===== src/rtl/div_16x8_restoring_seq.sv =====
// Sequential 16/8 unsigned restoring divider: one quotient bit per clock, 16 CALC cycles.
// A zero divisor skips CALC and reports quotient=16'hFFFF with div_by_zero set.
module div_16x8_restoring_seq (
    input  logic        clk,
    input  logic        rst_n,
    input  logic        start,
    input  logic [15:0] dividend,
    input  logic [7:0]  divisor,
    output logic        busy,
    output logic        done,
    output logic [15:0] quotient,
    output logic [7:0]  remainder,
    output logic        div_by_zero
);

    typedef enum logic [1:0] {
        IDLE,
        CALC,
        DONE
    } state_t;

    state_t      state;
    state_t      state_nxt;

    // Quotient bits enter at the LSB as dividend bits leave the MSB, so one
    // register holds the remaining dividend above and the growing quotient below.
    logic [15:0] work_shreg;
    logic [7:0]  divisor_reg;
    logic [7:0]  partial;
    logic [4:0]  count;

    logic [8:0]  shifted;
    logic        fits;
    logic [7:0]  partial_nxt;
    logic [15:0] work_nxt;

    // The compare is done at 9 bits; the difference always fits in 8 bits
    // because the partial remainder stays below the divisor.
    always_comb begin
        shifted     = {partial, work_shreg[15]};
        fits        = (shifted >= {1'b0, divisor_reg});
        partial_nxt = fits ? (shifted[7:0] - divisor_reg) : shifted[7:0];
        work_nxt    = {work_shreg[14:0], fits};
    end

    always_comb begin
        state_nxt = state;
        case (state)
            IDLE: begin
                if (start) begin
                    state_nxt = (divisor == '0) ? DONE : CALC;
                end
            end
            CALC: begin
                if (count == 5'd1) begin
                    state_nxt = DONE;
                end
            end
            DONE:    state_nxt = IDLE;
            default: state_nxt = IDLE;
        endcase
    end

    always_ff @(posedge clk) begin
        if (!rst_n) begin
            state <= IDLE;
        end else begin
            state <= state_nxt;
        end
    end

    always_ff @(posedge clk) begin
        if (!rst_n) begin
            work_shreg  <= '0;
            divisor_reg <= '0;
            partial     <= '0;
            count       <= '0;
            quotient    <= '0;
            remainder   <= '0;
            div_by_zero <= 1'b0;
        end else begin
            case (state)
                IDLE: begin
                    if (start) begin
                        if (divisor == '0) begin
                            quotient    <= '1;
                            remainder   <= '0;
                            div_by_zero <= 1'b1;
                        end else begin
                            work_shreg  <= dividend;
                            divisor_reg <= divisor;
                            partial     <= '0;
                            count       <= 5'd16;
                            div_by_zero <= 1'b0;
                        end
                    end
                end
                CALC: begin
                    work_shreg <= work_nxt;
                    partial    <= partial_nxt;
                    count      <= count - 5'd1;
                    if (count == 5'd1) begin
                        quotient  <= work_nxt;
                        remainder <= partial_nxt;
                    end
                end
                default: ;
            endcase
        end
    end

    assign busy = (state != IDLE);
    assign done = (state == DONE);

endmodule


===== config.mk =====
export PLATFORM = sky130hd
export DESIGN_NAME = div_16x8_restoring_seq
export DESIGN_NICKNAME = d
export VERILOG_FILES = /design/src/rtl/div_16x8_restoring_seq.sv
export SDC_FILE = /design/constraint.sdc
export NUM_CORES = 1
export LEC_CHECK = 0
export BUFFER_PORTS_ARGS = -buffer_cell sky130_fd_sc_hd__buf_2
export CAP_MARGIN = 20
export CORE_MARGIN = 3
export CORE_UTILIZATION = 48
export CTS_BUF_LIST = sky130_fd_sc_hd__clkbuf_4 sky130_fd_sc_hd__clkbuf_8
export DETAILED_ROUTE_END_ITERATION = 10
export PLACE_DENSITY_LB_ADDON = 0.12
export SLEW_MARGIN = 20
export SYNTH_ARGS = -nofsm -noshare
export SYNTH_HDL_FRONTEND = slang
export SYNTH_SLANG_ARGS = --single-unit

===== constraint.sdc =====
create_clock -name clk -period 2.6 [get_ports clk]
set_input_delay 0.39 -clock clk [delete_from_list [all_inputs] [get_ports clk]]
set_output_delay 0.39 -clock clk [all_outputs]
set_load 0.01 [all_outputs]

After elaboration in Yosys (flattened, before gate mapping)
Index checks and enable logic that the tools add are counted.
{"block": "totals", "ff_bits": 64, "in_bits": 27, "output_inout_bits": 27}
{"block": "classes", "add_sub_neg": 2, "magnitude_cmp": 1, "eq_ne": 7, "muxes": 23, "bitwise": 1, "n_reduce_logical": 9}
{"op": "$mux 16", "n": 5}
{"op": "$pmux 16 s2", "n": 2}
{"op": "$mux 8", "n": 6}
{"op": "$pmux 8 s2", "n": 2}
{"op": "$mux 5", "n": 2}
{"op": "$pmux 5 s2", "n": 1}
{"op": "$ge 9x8->1", "n": 1}
{"op": "$logic_not 8->1", "n": 1}
{"op": "$ne 2x2->1 const B", "n": 4}
{"op": "$sub 8x8->8", "n": 1}
{"op": "$mux 2", "n": 3}
{"op": "$reduce_and 3->1", "n": 2}
{"op": "$eq 5x1->1 const B", "n": 1}
{"op": "$sub 5x1->5 const B", "n": 1}
{"op": "$pmux 2 s2", "n": 1}
{"op": "$reduce_and 2->1", "n": 2}
{"op": "$reduce_and 4->1", "n": 1}
{"op": "$reduce_bool 2->1", "n": 2}
{"op": "$eq 2x1->1 const B", "n": 1}
{"op": "$eq 2x2->1 const B", "n": 1}
{"op": "$logic_not 2->1", "n": 1}
{"op": "$mux 1", "n": 1}
{"op": "$not 1->1", "n": 1}

Depth between registers and ports, before layout
Gate-level depths: netlist (run 1).
{"block": "logic_depth", "word_depth": 4, "depth_mapped": 9, "ltp_nobuf": 8}

Least setup slack after synthesis (run 1)
Ideal clock, no wire load.
{"block": "synth_path", "path_type": "register to register", "from": "register work_shreg[15]", "to": "register remainder[6]", "setup_time_ns": 0.079, "t_arrival_ns": 1.889, "path_slack_ns": 0.632, "stages_incl_launch_ff": 9, "period_less_slack_ns": 1.968, "path_cell_list": "dfxtp_1 > inv_1 > ha_1 > fa_1 > nand2b_1 > a2111o_1 > o311ai_0 > o21ai_0 > o211ai_1"}
{"block": "synth_via", "elab_chain_cells": 4, "word_cells_on_any_way": 5, "cone_classes": "1 x add/sub; 1 x order compare; 3 x mux"}
{"item": "start: declaration", "line_no": "27", "rtl": "logic [15:0] work_shreg;"}
{"item": "start signal: assignment", "line_no": "90", "rtl": "work_shreg <= dividend;"}
{"item": "start signal: assignment", "line_no": "99", "rtl": "work_shreg <= work_nxt;"}
{"item": "$sub 8x8->8 / $ge 9x8->1 (equally long branches)", "line_no": "42, 41"}
{"item": "$mux 8 (*)", "line_no": "42", "rtl": "partial_nxt = fits ? (shifted[7:0] - divisor_reg) : shifted[7:0];"}
{"item": "$mux 8 (*)", "line_no": "102", "rtl": "if (count == 5'd1) begin"}
{"item": "$pmux 8 s2 (*)", "line_no": "82", "rtl": "case (state)"}
{"item": "end signal: assignment", "line_no": "104", "rtl": "remainder <= partial_nxt;"}
{"item": "end: declaration", "line_no": "12", "rtl": "output logic [7:0] remainder,"}
Every way passes the cells marked *; elsewhere a longest branch is shown, timed or not. The select of a mux whose other input is x is not followed.
A chain may end at the register's enable or synchronous reset.

Final worst setup path (run 1)
{"block": "layout_path", "from": "register count[1]", "to": "register quotient[12]"}
{"block": "layout_via", "elab_chain_cells": 3}
{"item": "start: declaration", "line_no": "30", "rtl": "logic [4:0] count;"}
{"item": "start signal: assignment", "line_no": "101", "rtl": "count <= count - 5'd1;"}
{"item": "$eq 5x1->1", "line_no": "102"}
{"item": "$ne 2x2->1 (no source line)"}
{"item": "$reduce_and 4->1 (no source line)"}
{"item": "end signal: assignment", "line_no": "103", "rtl": "quotient <= work_nxt;"}
{"item": "end: declaration", "line_no": "11", "rtl": "output logic [15:0] quotient,"}
Every way passes these cells.

==> results of run 1 <==
worst max-delay path, stage by stage, from the launching register on:
cell	delay, ns
dfxtp_1	0.35
inv_1	0.08
ha_1	0.17
nor4b_2	0.18
and2_1	0.17
nor2_1	0.77
buf_4	0.32
nand2_1	0.07
a21oi_1	0.13
path summary, 6_finish.rpt:
kind                                                from                          to  slack (ns)
worst max-delay path               count[1]$_SDFFE_PN0P_   quotient[12]$_SDFFE_PN0P_        0.30
worst min register to register  quotient[2]$_SDFFE_PN0P_    quotient[2]$_SDFFE_PN0P_        0.45
worst min-delay path                         dividend[3]  work_shreg[3]$_SDFFE_PN0P_        0.30
worst max register to register     count[1]$_SDFFE_PN0P_   quotient[12]$_SDFFE_PN0P_        0.30
area by class of cell:
cell class | count | area (um2) | share of cell area [%]
multi-input cells | 290 | 1770 | 47.3
flip-flops and latches | 64 | 1280 | 34.2
repair buffers | 62 | 345 | 9.22
clock buffers | 11 | 151 | 4.04
well taps | 77 | 96.3 | 2.57
inverters | 16 | 60.1 | 1.60
clock inverters | 5 | 38.8 | 1.04
where the power goes:
| group | switching [W] | internal (W) | total, W |
|---|---|---|---|
| Sequential | 0.0000587 | 0.00105 | 0.00111 |
| Clock | 0.000423 | 0.000405 | 0.000827 |
| Combinational | 0.000443 | 0.000246 | 0.000689 |
| Total | 0.000924 | 0.00170 | 0.00263 |
metrics by stage:
stage	power, W	std cells
after floorplan	0.00165	397
after global placement	0.00181	509
after detailed placement	0.00181	509
after CTS	0.00264	525
after global routing	0.00277	525
final	0.00263	525
cell families after synthesis:
| family | count (synthesis) | synth area share [%] |
|---|---|---|
| simple gates | 166 | 24.1 |
| compound gates | 106 | 24.0 |
| flops | 64 | 39.4 |
| buf+inv | 43 | 6.08 |
| fa+ha+maj | 11 | 4.47 |
| xor+xnor | 6 | 1.62 |
| mux | 1 | 0.308 |
cell usage after synthesis (all sizes together), types with 8 or more instances:
master,number
dfxtp,64
nand2,59
nor2,50
a21oi,30
o21ai,28
a311oi,16
buf,16
inv,15
nand3,12
clkbuf,11
ha,10
nand4,8
nor3,8
o211ai,8
routing by layer:
metal | global-route usage [%] | share of wire, %
met1 | 29.6 | 48
met2 | 32.6 | 45
met3 | 3.45 | 5.3
met4 | 8.93 | 1.6
met5 | 0 | 0
==> results.toml, run 1 <==
[synthesis]
ys_top_cells_by_area = "dfxtp_1 39%, nand2_1 6.8%, nor2_1 5.8%"
synth_ff_type = "dfxtp_1"
synthDistinctLibCells = 58
synth_top_cell_by_area = "dfxtp_1"
ys_warn_count = 0
synth_fp_nets = 435
synth_edf_count = 0
avgSynthCellArea_um2 = 8.18
async_flop_share_pct = 0
ys_seq_elements = 64
yosysTopAreaCellShare_pct = 39.4
syn_area_um2 = 3250
netlist_instances = 397
ys_seq_area_share_pct = 39.4

[place]
gp_congestion = 0.842
dpl-instance-area_um2 = 3550
portBuffers = 53
detailed_place_hpwl_mm = 5.56
pre_cts_ws_ns = 0.326

[timing]
drv_slew = 0
clock_skew_ns = 0.00924
rsz0062_at_grt = "false"
relSlewSlack_pct = 31.3
tns_ns = 0
worstMarginPinSlew_ns = 1.03
post-route-period-util_pct = 88.6
setup_viol = 0
hold_violations = 0
fin_crit_ns = 2.30
fin_ws_ns = 0.297
max_freq_mhz = 434
whs_ns = 0.297

[floorplan]
dieArea_um2 = 7790
core_area_um2 = 6460
rows = 29
io_pins = 54
start_util_pct = 50.3
die_y_um = 88.3
fp.dieW_um = 88.3

[global_route]
grt.total_usage_pct = 21.2
overflow = 0
grt_max_degree = 36
grt_pass1_vias = 2705
grt_pass1_wl_mm = 12.9
antenna_found_initial = 0

[flow_run]
max_cap_viol_count = 0

[power_and_ir_drop]
power_density_nw_per_um2 = 702
p_leak_nw = 1.57
ir_drop_uv = 399

[finish]
area_delta_synth_final_pct = 15.2
fin_util_pct = 58.0
layout_common_cells = "64 x dfxtp_1, 59 x nand2_1, 53 x buf_2"
fill_cells = 628
final_common_cell = "dfxtp_1"
reg_top3 = "quotient x16, work_shreg x16"
final_area_um2 = 3740
drive_gt1_share_pct = 21.4
n_antenna_cell = 0
fin_nets = 481

[drt]
dr.pass1.iters = 4
wl_per_cell_um = 15.0
ant_nets = 0
wl_mm = 7.86
vias_per_cell = 5.66
drtIter0Drc = 162
post-route-drc-count = 0
num_vias = 2970

[min_path]
whs_path_depth = 3
hold_path.class = "in -> reg"

[worst_setup_path]
path_max_fanout = 15
crit_path_end_kind = "flip-flop"
cp.required_ns = 2.88
timing.reg2reg.worst_path_depth = 8
worstSetupPathType = "reg -> reg"
crit_arrival_ns = 2.58
worst_setup_path_start_kind = "flip-flop"

[clock_tree]
cts_sinks = 64
cts_setup_buffers = 0
insertion_delay_ns = 0.35
cts-htree-levels = 3
cts_resized = 0
cts_tree = "yes"
clock_tree.root_cell = "clkbuf_8"
cts_buffers = 9
cts-hold-fix-buffers = 0
clk_path_buf_depth = 2
clk_pin_slew_worst_paths_ns = 0.07

[run_status]
run_status = "finished clean"
(Power assumes the default switching activity.)
==> run 2: changes to the inputs <==
- CORE_ASPECT_RATIO: not set -> 2
==> run 2 against run 1 <==
Effect of this change:
- maximum frequency shrank 0.14%
- register-to-register slack about the same
- utilization hardly changed
- highest routed layer unchanged
- non-clock buffer count increased by 2
==> results.toml, run 2 (synthesis gave the netlist of run 1 again) <==
[floorplan]
fp.dieW_um = 64.2
dieArea_um2 = 7850
start_util_pct = 50.3
core_area_um2 = 6460
die_y_um = 122
rows = 41
io_pins = 54

[power_and_ir_drop]
power.share.clock_pct = 30.2
switchingPower_w = 0.000878
power_density_nw_per_um2 = 695
fin_total_pwr_w = 0.00261
power_frac_seq_pct = 42.7
p_leak_nw = 1.57
p_sw_share_pct = 33.7
ir_drop_uv = 351
comb_power_share_pct = 27.1
internal-power_w = 0.00173

[clock_tree]
clock_tree.root_cell = "clkbuf_8"
insertion_delay_ns = 0.34
cts_sinks = 64
clk_path_buf_depth = 2
cts_buffers = 9
cts_setup_buffers = 0
cts-htree-levels = 3
clk_pin_slew_worst_paths_ns = 0.06
cts_resized = 0
cts_tree = "yes"
cts-hold-fix-buffers = 0

[finish]
final_common_cell = "dfxtp_1"
area_delta_synth_final_pct = 15.3
fin_nets = 483
n_antenna_cell = 0
drive_gt1_share_pct = 21.4
layout_common_cells = "64 x dfxtp_1, 59 x nand2_1, 53 x buf_2"
fin_util_pct = 58.0
reg_top3 = "quotient x16, work_shreg x16"

[global_route]
grt_busiest_layer = "met2"
grt.total_usage_pct = 23.9
antenna_found_initial = 0
grt_pass1_wl_mm = 14.5
grt_pass1_vias = 3023
grt_max_degree = 36
use_met2_pct = 43.9
use_met1_pct = 24.1
overflow = 0
gr-usage-met3_pct = 5.49

[timing]
relSlewSlack_pct = 38.3
max_freq_mhz = 434
clock_skew_ns = 0.00595
hold_violations = 0
rsz0062_at_grt = "false"
drv_slew = 0
tns_ns = 0
worstMarginPinSlew_ns = 0.921
fin_ws_ns = 0.294
post-route-period-util_pct = 88.7
setup_viol = 0
fin_crit_ns = 2.31

[drt]
ant_nets = 0
wl_mm = 8.60
num_vias = 3018
drtIter0Drc = 185
wl_per_cell_um = 16.1
dr.pass1.iters = 4
post-route-drc-count = 0
vias_per_cell = 5.65

[place]
gp_congestion = 0.893
detailed_place_hpwl_mm = 6.53
pre_cts_ws_ns = 0.298
portBuffers = 53

[worst_setup_path]
worstSetupPathType = "reg -> reg"
crit_arrival_ns = 2.53
path_max_fanout = 13
crit_path_end_kind = "flip-flop"
cp.required_ns = 2.82
worst_setup_path_start_kind = "flip-flop"
r2r-start = "divisor_reg[2]$_SDFFE_PN0P_"
rr_endpoint = "partial[4]$_SDFFE_PN0P_"
timing.reg2reg.worst_path_depth = 7
startpoint = "divisor_reg[2]$_SDFFE_PN0P_"
rrSetupSlack_ns = 0.29
crit_end = "partial[4]$_SDFFE_PN0P_"

[flow_run]
max_cap_viol_count = 0

[min_path]
hold_path.class = "in -> reg"

[run_status]
run_status = "finished clean"
-- run 2: cell type report --
type | count | area (um2)
repair buffers | 64 | 348
fillers | 664 | 2720
flip-flops and latches | 64 | 1280
multi-input cells | 290 | 1770
well taps | 86 | 108
clock buffers | 14 | 180
inverters | 16 | 60.1
-- run 2: metrics by stage --
stage | hold slack (ns) | std cells | area, um2
6_report | 0.320 | 534 | 3750
5_1_grt | 0.325 | 534 | 3750
4_1_cts | 0.309 | 534 | 3750
3_5_place_dp | 0.443 | 520 | 3570
3_3_place_gp | 0.440 | 520 | 3570
2_1_floorplan | 0.461 | 397 | 3250
-- run 2: how the worst min path moves through the flow --
| stage | startpoint | endpoint | depth (start not counted) |
|---|---|---|---|
| global route | dividend[4] | work_shreg[4]$_SDFFE_PN0P_ | 3 |
| detailed placement | quotient[6]$_SDFFE_PN0P_ | quotient[6]$_SDFFE_PN0P_ | 2 |
| floorplan | work_shreg[0]$_SDFFE_PN0P_ | work_shreg[0]$_SDFFE_PN0P_ | 2 |
| CTS | dividend[2] | work_shreg[2]$_SDFFE_PN0P_ | 3 |
| finish | dividend[4] | work_shreg[4]$_SDFFE_PN0P_ | 3 |
| global placement | quotient[6]$_SDFFE_PN0P_ | quotient[6]$_SDFFE_PN0P_ | 2 |
-- run 2: power groups by stage --
stage	clock network, W	registers, W	logic (W)
floorplan	0	0.00112	0.000526
global placement	0	0.00113	0.000695
detailed placement	0	0.00113	0.000696
CTS	0.000815	0.00111	0.000699
global route	0.000856	0.00112	0.000784
finish	0.000787	0.00111	0.000705
-- run 2: worst max-delay path, cell delays in order (launching register included) --
cell	delay [ns]
dfxtp_1	0.31
inv_1	0.06
ha_1	0.37
and3_1	0.24
o21a_1	0.29
o21a_1	0.43
nor3_1	0.15
a221o_1	0.33
-- run 2: metal layers --
layer | vias to the layer above | wire length [um]
met3 | 23 | 286
met5 | - | 0
li1 | 1497 | -
met4 | 0 | 355
met2 | 68 | 4770
met1 | 1430 | 3190
==> run 3: changes to the inputs <==
- clock period: 2.6 -> 1.9 ns (I/O delays scaled with it)
==> run 3 against run 2 <==
Effect of this change:
- the run now ends with setup timing left
- combinational power up 94%
- flip-flop and latch count stayed put
- sequential power increased by 37%
- maximum frequency up 21%
- largest cell class unchanged
- largest power group unchanged
- highest routed layer unchanged
==> results.toml, run 3 (synthesis gave the netlist of run 1 again) <==
[run_status]
run_status = "complete, but fails checks"
failed_checks = "setup timing"

[power_and_ir_drop]
ir_drop_uv = 573
switchingPower_w = 0.00135
internal-power_w = 0.00270
comb_power_share_pct = 33.8
power_density_nw_per_um2 = 962
p_sw_share_pct = 33.3
power_frac_seq_pct = 37.5
p_leak_nw = 1.80
power.share.clock_pct = 28.7

[global_route]
grt_max_degree = 36
grt.total_usage_pct = 24.3
overflow = 0
grt_pass1_wl_mm = 14.6
grt_pass1_vias = 3172
antenna_found_initial = 0

[timing]
clock_skew_ns = 0.00961
worstMarginPinSlew_ns = 0.406
max_freq_mhz = 525
fin_ws_ns = -0.00596
rsz0062_at_grt = "true"
setup_viol = 1
drv_slew = 0
fin_crit_ns = 1.91
hold_violations = 0
tns_ns = -0.00596
post-route-period-util_pct = 100
relSlewSlack_pct = 73.0

[place]
detailed_place_hpwl_mm = 6.73
portBuffers = 53
gp_congestion = 0.870
pre_cts_ws_ns = -0.151

[floorplan]
io_pins = 54
die_y_um = 122
fp.dieW_um = 64.2
rows = 41
start_util_pct = 50.3
dieArea_um2 = 7850
core_area_um2 = 6460

[drt]
wl_mm = 8.94
vias_per_cell = 5.53
num_vias = 3157
drtIter0Drc = 115
dr.pass1.iters = 4
post-route-drc-count = 0
ant_nets = 0
wl_per_cell_um = 15.7

[finish]
n_antenna_cell = 0
fin_nets = 519
reg_top3 = "quotient x16, work_shreg x16"
area_delta_synth_final_pct = 29.5
drive_gt1_share_pct = 31.5
final_common_cell = "dfxtp_1"
layout_common_cells = "62 x dfxtp_1, 59 x nand2_1, 53 x buf_2"

[clock_tree]
cts_tree = "yes"
cts_sinks = 64
clk_path_buf_depth = 2
clock_tree.root_cell = "clkbuf_8"
clk_pin_slew_worst_paths_ns = 0.07
cts-htree-levels = 3
cts-hold-fix-buffers = 0
insertion_delay_ns = 0.35
cts_buffers = 9

[worst_setup_path]
crit_path_end_kind = "flip-flop"
crit_arrival_ns = 2.18
worst_setup_path_start_kind = "flip-flop"
cp.required_ns = 2.17
worstSetupPathType = "reg -> reg"
path_max_fanout = 3

[min_path]
hold_path.class = "in -> reg"

[flow_run]
max_cap_viol_count = 0
## run 3: worst paths after layout
path / from / endpoint / cells after the start / slack [ns]
worst max-delay path: work_shreg[15]$_SDFFE_PN0P_ / remainder[6]$_SDFFE_PN0P_ / 8 / -0.006
worst min-delay path: dividend[4] / work_shreg[4]$_SDFFE_PN0P_ / 3 / 0.20
worst max register to register: work_shreg[15]$_SDFFE_PN0P_ / remainder[6]$_SDFFE_PN0P_ / 8 / -0.006
worst min register to register: quotient[8]$_SDFFE_PN0P_ / quotient[8]$_SDFFE_PN0P_ / 2 / 0.45
## run 3: stage by stage
step / std cells / power (W) / cell area, um2 / util, % / hold slack (ns)
after global routing: 571 / 0.00428 / 4210 / 65.1 / 0.199
after CTS: 569 / 0.00398 / 4120 / 63.7 / 0.179
after detailed placement: 553 / 0.00274 / 3860 / 59.8 / 0.443
final: 571 / 0.00405 / 4210 / 65.1 / 0.197
after global placement: 553 / 0.00271 / 3860 / 59.8 / 0.438
after floorplan: 397 / 0.00226 / 3260 / - / 0.424
## run 3: critical path: stages (launching register included)
cell	delay, ns
dfxtp_2	0.33
inv_2	0.05
ha_4	0.15
fa_2	0.34
nand2b_4	0.16
a2111o_1	0.37
o311ai_2	0.10
o21ai_1	0.15
o211ai_1	0.18
## run 3: area by class of cell
type	count	area, um2
clock buffers	11	145
fillers	619	2250
flip-flops and latches	64	1280
clock inverters	4	45.0
inverters	16	60.1
repair buffers	100	659
multi-input cells	290	1910
well taps	86	108
## run 3: metal layers
layer	GRT usage, %	wire length, um
met1	22.8	3200
met2	46.5	5050
met3	4.58	315
met4	15.9	376
met5	0	0
## run 3: timing repair
action / CTS / global route
pin swaps: 3 / 6
endpoints found under the setup margin: 17 / 18
buffers inserted: 1 / 2
resized for setup: 13 / 17
## run 3: power by group through the flow
stage | Sequential, W | Combinational [W] | Clock (W)
detailed placement | 0.00154 | 0.00119 | 0
finish | 0.00152 | 0.00137 | 0.00116
CTS | 0.00152 | 0.00127 | 0.00119
global route | 0.00153 | 0.00149 | 0.00125
floorplan | 0.00153 | 0.000730 | 0
global placement | 0.00154 | 0.00118 | 0
